### src/rtl/load_store_unit.sv
`timescale 1ns/1ps
// load_store_unit: byte-serial, big-endian load/store engine.
// Splits halfword/word requests into single-byte memory cycles.
module load_store_unit #(
    parameter int ADDR_W = 8
) (
    input  logic              clk,
    input  logic              rst,
    input  logic              req_valid,
    output logic              req_ready,
    input  logic              req_rw,
    input  logic [1:0]        req_size,
    input  logic              req_signed,
    input  logic [31:0]       req_addr,
    input  logic [31:0]       req_wdata,
    output logic              resp_valid,
    output logic [31:0]       resp_rdata,
    output logic              align_err,
    output logic              busy,
    output logic              mem_en,
    output logic              mem_rw,
    output logic [ADDR_W-1:0] mem_addr,
    output logic [7:0]        mem_wdata,
    input  logic [7:0]        mem_rdata
);

    typedef enum logic [2:0] {
        IDLE,
        ACCESS,
        CAPTURE,
        RESP,
        ERR
    } state_t;

    typedef struct packed {
        logic              rw;
        logic [1:0]        size;
        logic              sgn;
        logic [ADDR_W-1:0] base;
    } req_t;

    state_t      state;
    state_t      state_nxt;
    req_t        req_q;
    logic [1:0]  cnt_q;
    logic [1:0]  cnt_last;
    logic        last;
    logic [31:0] wsh_q;
    logic [31:0] asm_q;
    logic [31:0] asm_nxt;
    logic        accept;
    logic        illegal;
    logic        misalign;
    logic        unused_addr_hi;

    // Upper address bits wrap away; only the low ADDR_W bits matter.
    assign unused_addr_hi = ^req_addr[31:ADDR_W];

    assign accept   = req_valid && req_ready;
    assign illegal  = (req_size == 2'b11);
    assign misalign = ((req_size == 2'b01) && req_addr[0])
                   || ((req_size == 2'b10) && (req_addr[1:0] != 2'b00));

    // Index of the final byte: 0, 1 or 3 for byte, half, word.
    assign cnt_last = {req_q.size[1], req_q.size[1] | req_q.size[0]};
    assign last     = (cnt_q == cnt_last);

    // Incoming byte lands in the low lane; earlier bytes move up.
    assign asm_nxt  = {asm_q[23:0], mem_rdata};

    assign mem_addr  = req_q.base + ADDR_W'(cnt_q);
    assign mem_wdata = wsh_q[31:24];

    // Sign- or zero-extend the assembled 8N-bit load value.
    function automatic logic [31:0] extend(
        input logic [31:0] v,
        input logic [1:0]  sz,
        input logic        sgn
    );
        logic [31:0] r;
        r = v;
        unique case (sz)
            2'b00:   r = {{24{sgn & v[7]}}, v[7:0]};
            2'b01:   r = {{16{sgn & v[15]}}, v[15:0]};
            default: r = v;
        endcase
        return r;
    endfunction

    // State register; reset aborts any transaction in flight.
    always_ff @(posedge clk or posedge rst) begin
        if (rst) begin
            state <= IDLE;
        end else begin
            state <= state_nxt;
        end
    end

    // Next-state and Moore outputs.
    always_comb begin
        state_nxt  = state;
        req_ready  = 1'b0;
        busy       = 1'b1;
        mem_en     = 1'b0;
        mem_rw     = 1'b0;
        resp_valid = 1'b0;
        align_err  = 1'b0;
        unique case (state)
            IDLE: begin
                req_ready = 1'b1;
                busy      = 1'b0;
                if (req_valid) begin
                    state_nxt = (illegal || misalign) ? ERR : ACCESS;
                end
            end
            ACCESS: begin
                mem_en = 1'b1;
                mem_rw = req_q.rw;
                if (last) begin
                    state_nxt = req_q.rw ? RESP : CAPTURE;
                end
            end
            CAPTURE: begin
                state_nxt = RESP;
            end
            RESP: begin
                resp_valid = 1'b1;
                state_nxt  = IDLE;
            end
            ERR: begin
                align_err = 1'b1;
                state_nxt = IDLE;
            end
            default: begin
                state_nxt = IDLE;
            end
        endcase
    end

    // Request capture, byte counter, store shifter and load assembly.
    always_ff @(posedge clk or posedge rst) begin
        if (rst) begin
            req_q <= '0;
            cnt_q <= 2'd0;
            wsh_q <= 32'h0;
            asm_q <= 32'h0;
        end else if (accept) begin
            req_q.rw   <= req_rw;
            req_q.size <= req_size;
            req_q.sgn  <= req_signed;
            req_q.base <= req_addr[ADDR_W-1:0];
            cnt_q      <= 2'd0;
            asm_q      <= 32'h0;
            // Left-justify so the most significant byte goes out first.
            unique case (req_size)
                2'b00:   wsh_q <= {req_wdata[7:0], 24'h0};
                2'b01:   wsh_q <= {req_wdata[15:0], 16'h0};
                default: wsh_q <= req_wdata;
            endcase
        end else if (state == ACCESS) begin
            cnt_q <= cnt_q + 2'd1;
            wsh_q <= {wsh_q[23:0], 8'h00};
            // Read data trails the strobe by one cycle.
            if (cnt_q != 2'd0) begin
                asm_q <= asm_nxt;
            end
        end else if (state == CAPTURE) begin
            asm_q <= asm_nxt;
        end
    end

    // Load result register, written on entry to RESP only.
    always_ff @(posedge clk or posedge rst) begin
        if (rst) begin
            resp_rdata <= 32'h0;
        end else if (state == CAPTURE) begin
            resp_rdata <= extend(asm_nxt, req_q.size, req_q.sgn);
        end
    end

endmodule

### config.mk
export PLATFORM = sky130hd
export DESIGN_NAME = load_store_unit
export DESIGN_NICKNAME = d
export VERILOG_FILES = /design/src/rtl/load_store_unit.sv
export SDC_FILE = /design/constraint.sdc
export NUM_CORES = 1
export LEC_CHECK = 0
export ABC_AREA = 0
export BUFFER_PORTS_ARGS = -buffer_cell sky130_fd_sc_hd__buf_4
export CORE_ASPECT_RATIO = 1.4
export CORE_UTILIZATION = 25
export CTS_CLUSTER_SIZE = 28
export DETAILED_ROUTE_END_ITERATION = 16
export PLACE_DENSITY = 0.49
export SYNTH_ARGS = -nofsm -noshare
export SYNTH_HDL_FRONTEND = slang
export SYNTH_SLANG_ARGS = --single-unit
### constraint.sdc
create_clock -name clk -period 6.5 [get_ports clk]
set_clock_uncertainty 0.15 [all_clocks]
set_input_delay 0.65 -clock clk [delete_from_list [all_inputs] [get_ports clk]]
set_output_delay 0.65 -clock clk [all_outputs]
set_load 0.005 [all_outputs]
# Word level (Yosys, flattened, before mapping)
# Cells that the tools add are included.
# totals
ram_bits,0
register_bits,105
rom_bits,0
memories,0
inputBits,79
word_cells,61
out_inout_bits,54
latchBits,0
# op_classes
bitwise,3
addsub,2
n_eq_ne,12
magnitude_cmp,0
reduce_logical,14
n_shift,0
n_mux,21
mul,0
div,0
# op_table
operator,count
32-bit one-hot mux with 2 select lines,2
24-bit 2-to-1 mux,4
32-bit 2-to-1 mux,2
3-bit 2-to-1 mux,3
3-bit one-hot mux with 3 select lines,1
8-bit by 2-bit adder with 8-bit output,1
1-bit 2-to-1 mux,7
"3-bit by 2-bit == test with 1-bit output, second input constant",2
2-bit nonzero test,3
"2-bit by 1-bit == test with 1-bit output, second input constant",2
"2-bit == test, second input constant",2
2-bit zero test,2
2-bit 2-to-1 mux,2
"2-bit inequality test, second input constant",2
2-bit AND reduction,2
"3-bit by 1-bit == test with 1-bit output, second input constant",1
"3-bit == test, second input constant",1
1-bit logical AND,3
3-bit zero test,1
"3-bit by 2-bit inequality test with 1-bit output, second input constant",1
3-bit nonzero test,1
"2-bit by 1-bit adder with 2-bit output, second input constant",1
1-bit bitwise AND,2
2-bit == test,1
other kinds (2),3

# Depth between registers and ports, before layout
# logic_depth
depth_word,7
ltp_mapped,8

# Worst setup path before layout
# Ideal clock, no wire load.
# synth_timing
kind,reg2out
startpoint,reg cnt_q[0]
endpoint,out mem_addr[6]
path_stages_with_launch,7
t_arrival_ns,1.428
setup_slack_ns,4.272
path_buffers,0
cell_sequence,dfrtp_1 ha_1 inv_1 fa_1 nor2_1 nand3_1 xnor2_1
# synth_between
elab_chain_len,1
# synth_lines
element,line_no,text
"start, declared",45,logic [1:0] cnt_q;
"start signal, assigned",161,cnt_q <= cnt_q + 2'd1;
8-bit by 2-bit adder with 8-bit output,71,assign mem_addr = req_q.base + ADDR_W'(cnt_q);
"end, declared",22,"output logic [ADDR_W-1:0] mem_addr,"
# Every way passes these cells.

# Worst setup path after layout
# layout_timing
startpoint,reg state[2]
endpoint,out mem_rw
# layout_between
elab_chain_len,2
# layout_lines
element,line_no,text
"start, declared",42,state_t state;
"start signal, assigned",95,state <= state_nxt;
3-bit by 1-bit == test with 1-bit output,108,unique case (state)
1-bit 2-to-1 mux,108,
"end, declared",21,"output logic mem_rw,"
# Every way passes these cells.

==> results.json <==
{
  "synthAdderAreaFrac_pct": 1.17,
  "antenna_found_initial": 0,
  "crit_path_start_kind": "flop",
  "fillerInstances": 2020,
  "seqPwrFrac_pct": 40.2,
  "ys_warn_count": 0,
  "cp_slowest_cell": "dfrtp_1",
  "clockPowerShare_pct": 18.9,
  "synth_fp_nets": 613,
  "cts_resized": 0,
  "synth.distinct_cells": 45,
  "syn_inst": 530,
  "nNetsFinal": 689,
  "grt_util_all_layers_pct": 13.0,
  "maxSlewViolCount": 0,
  "ir_drop_mv": 0.168,
  "comb_power_share_pct": 40.9,
  "max_slew_margin_pct": 33.1,
  "die-area_um2": 20300,
  "syn_area_um2": 4920,
  "met2_length_um": 6050,
  "initial_core_util_pct": 25.5,
  "max_freq_mhz": 326,
  "synth_mux_area_share_pct": 3.66,
  "grt_overflow": 0,
  "io_buffers": 108,
  "worstHoldPathType": "primary input to async pin",
  "drtIter0Drc": 215,
  "routed_via_density": 4.62,
  "post_cts_buffers": 0,
  "hold_violations": 0,
  "min_period_ps": 3070,
  "clkSinkCount": 105,
  "grt_pass1_wl_um": 20700,
  "cp_slowest_stage_delay_ps": 530,
  "gp_congestion": 0.734,
  "routed_wl_um": 12500,
  "clkTransAtPathRegs_ps": 70,
  "fin_tns_setup_ps": 0,
  "drv_cap": 0,
  "drt-met1-wl_um": 5780,
  "setup_viol_count_final": 0,
  "area_delta_synth_final_pct": 24.1,
  "ioPinCount": 133,
  "die_h_um": 168,
  "r2r_slack_ps": 3730,
  "reg2reg_depth": 6,
  "crit_path_cell_trace": "inv_1 -> nand3b_4 -> inv_2 -> and2_1 -> buf_4",
  "vias": 3960,
  "outcome": "finished, final reports clean",
  "arrival_ps": 2270,
  "synth_top_area_cell": "dfrtp_1",
  "clock-root-buffer": "clkbuf_16",
  "dp_cells": 843,
  "ys_top_cells_by_area": "dfrtp_1 53%, nand2_1 9.3%, a21oi_1 6.3%",
  "async_reset_ff_share_pct": 100,
  "die_w_um": 121,
  "synthXorXnorAreaFrac_pct": 1.24,
  "clockBufferDepth": 2,
  "netlist.area_leader.share_pct": 53.4,
  "synthFlopType": "dfrtp_1",
  "hpwl_um": 8520,
  "r2r-end": "wsh_q[30]",
  "end_kind": "output port",
  "path_max_fanout": 29,
  "rows": 60,
  "num_antenna_cells": 0,
  "drive_gt1_share_pct": 23.6,
  "grt_pass1_vias": 3981,
  "worstSkewPairLatency_ps": 360,
  "drcViolationCount": 0,
  "post-route-worst-setup-slack_ps": 3430,
  "period_share_pct": 47.2,
  "place_ws_ps": 3670,
  "yosys_register_bits": 105,
  "numCtsBuffers": 9,
  "cts_tree": "yes",
  "powerDensity_nw_per_um2": 481,
  "rsz0062_at_grt": "no",
  "synth_compound_area_share_pct": 13.9,
  "drt-wirelength-per-cell_um": 14.5,
  "dr.pass1.iters": 4,
  "ys_seq_area_share_pct": 53.4,
  "highest_layer": "met4",
  "core_um2": 19300,
  "ant_nets": 0,
  "synth_simple_gate_area_share_pct": 20.4,
  "cts_hold_buf": 0,
  "grt_start_max_net_pins": 66,
  "swShare_pct": 38.2,
  "synth_top_family_by_area": "simple AND/OR/NAND/NOR gates",
  "synth_edf_count": 0,
  "p_switching_uw": 1120,
  "wl_met3_um": 488,
  "synth_area_per_cell_um2": 9.29,
  "p_leak_uw": 0.00288,
  "critPathRequiredTime_ps": 5700,
  "h-tree-depth": 3,
  "final_cells": 858,
  "p_int_uw": 1820,
  "critPathKind": "flop to output port",
  "tightest_slew_ps": 999,
  "rr_startpoint": "state[2]"
}
flip-flops by register name (all words and copies together), names as in the netlist:
name / cells
asm_q: 24
cnt_last: 1
cnt_q: 2
req_q: 11
resp_rdata: 32
state: 3
wsh_q: 32
cells by family (layout without fill, tap and decap cells):
kind of cell | Yosys count | in the layout
compound gates | 112 | 112
buf+inv | 57 | 137
xor+xnor | 7 | 7
mux | 17 | 17
flops | 105 | 105
simple gates | 228 | 228
fa+ha+maj | 4 | 4
metal layers:
layer / vias to the layer above / GRT usage, %
met5: - / 0
met4: 0 / 4.51
met3: 10 / 2.44
met2: 92 / 21.6
met1: 1903 / 16.7
li1: 1955 / -
worst max path at each step:
| stage | startpoint | to | slack [ps] | cells after the start |
|---|---|---|---|---|
| 2_1_floorplan | rst | asm_q[0] | 2940 | 1 |
| 3_3_place_gp | state[2] | wsh_q[30] | 3690 | 6 |
| 3_5_place_dp | state[2] | wsh_q[30] | 3670 | 6 |
| 4_1_cts | state[2] | mem_rw | 3370 | 5 |
| 5_1_grt | state[2] | mem_rw | 3230 | 5 |
| 6_report | state[2] | mem_rw | 3430 | 5 |
cell usage in the layout, fill, tap and decap left out, drive strengths merged, types with 2 or more instances in the layout:
| cell | n |
|---|---|
| a211oi | 6 |
| a21oi | 62 |
| a221o | 8 |
| a22oi | 11 |
| a31oi | 14 |
| buf | 113 |
| clkbuf | 10 |
| clkinvlp | 2 |
| dfrtp | 105 |
| ha | 3 |
| inv | 11 |
| mux2 | 8 |
| mux2i | 9 |
| nand2 | 123 |
| nand3 | 43 |
| nand3b | 2 |
| nor2 | 45 |
| nor2b | 2 |
| nor3 | 3 |
| nor3b | 2 |
| o21ai | 6 |
| xnor2 | 4 |
| xor2 | 3 |
synthesized netlist by cell type (2+ instances only):
library cell / number
a22oi_1: 11
dfrtp_1: 105
a21oi_1: 62
o21ai_0: 2
buf_4: 11
mux2i_1: 9
nor2b_1: 2
nor2_1: 45
inv_1: 8
nand3_1: 43
o21ai_1: 4
a221o_1: 8
xnor2_1: 4
ha_1: 3
mux2_2: 8
buf_1: 4
nand2_1: 122
nor3_1: 2
buf_6: 4
a31oi_1: 14
clkbuf_1: 11
buf_2: 18
a211oi_1: 6
xor2_1: 3
per-stage QoR:
step / util (%) / total power [uW] / area (um2) / hold slack (ps)
finish: 31.7 / 2940 / 6110 / 187
global route: 31.7 / 3190 / 6110 / 221
global placement: 30.2 / 2400 / 5820 / 307
CTS: 31.7 / 3000 / 6110 / 197
floorplan: - / 1960 / 4920 / 289
detailed placement: 30.2 / 2430 / 5820 / 315
final cells by class:
type | count | area (um2) | share of cell area, %
multi-input combinational | 368 | 2000 | 32.7
timing repair buffer | 113 | 848 | 13.9
tap | 248 | 310 | 5.08
clock inverter | 5 | 65.1 | 1.06
inverter | 9 | 36.3 | 0.594
sequential | 105 | 2630 | 43.0
clock buffer | 10 | 229 | 3.75
worst max-delay path: cells and delay by family, from the launching register on:
kind	cells	cell delay, ps
buffers and inverters	3	860
DFF	1	530
and+or+nand+nor	2	510
power groups by stage:
stage	combinational, uW	clock, uW	sequential, uW
2_1_floorplan	843	0	1120
3_3_place_gp	1210	0	1190
3_5_place_dp	1230	0	1200
4_1_cts	1230	580	1190
5_1_grt	1360	603	1230
6_report	1200	555	1180
No activity file was read; power rests on OpenSTA's default activity.
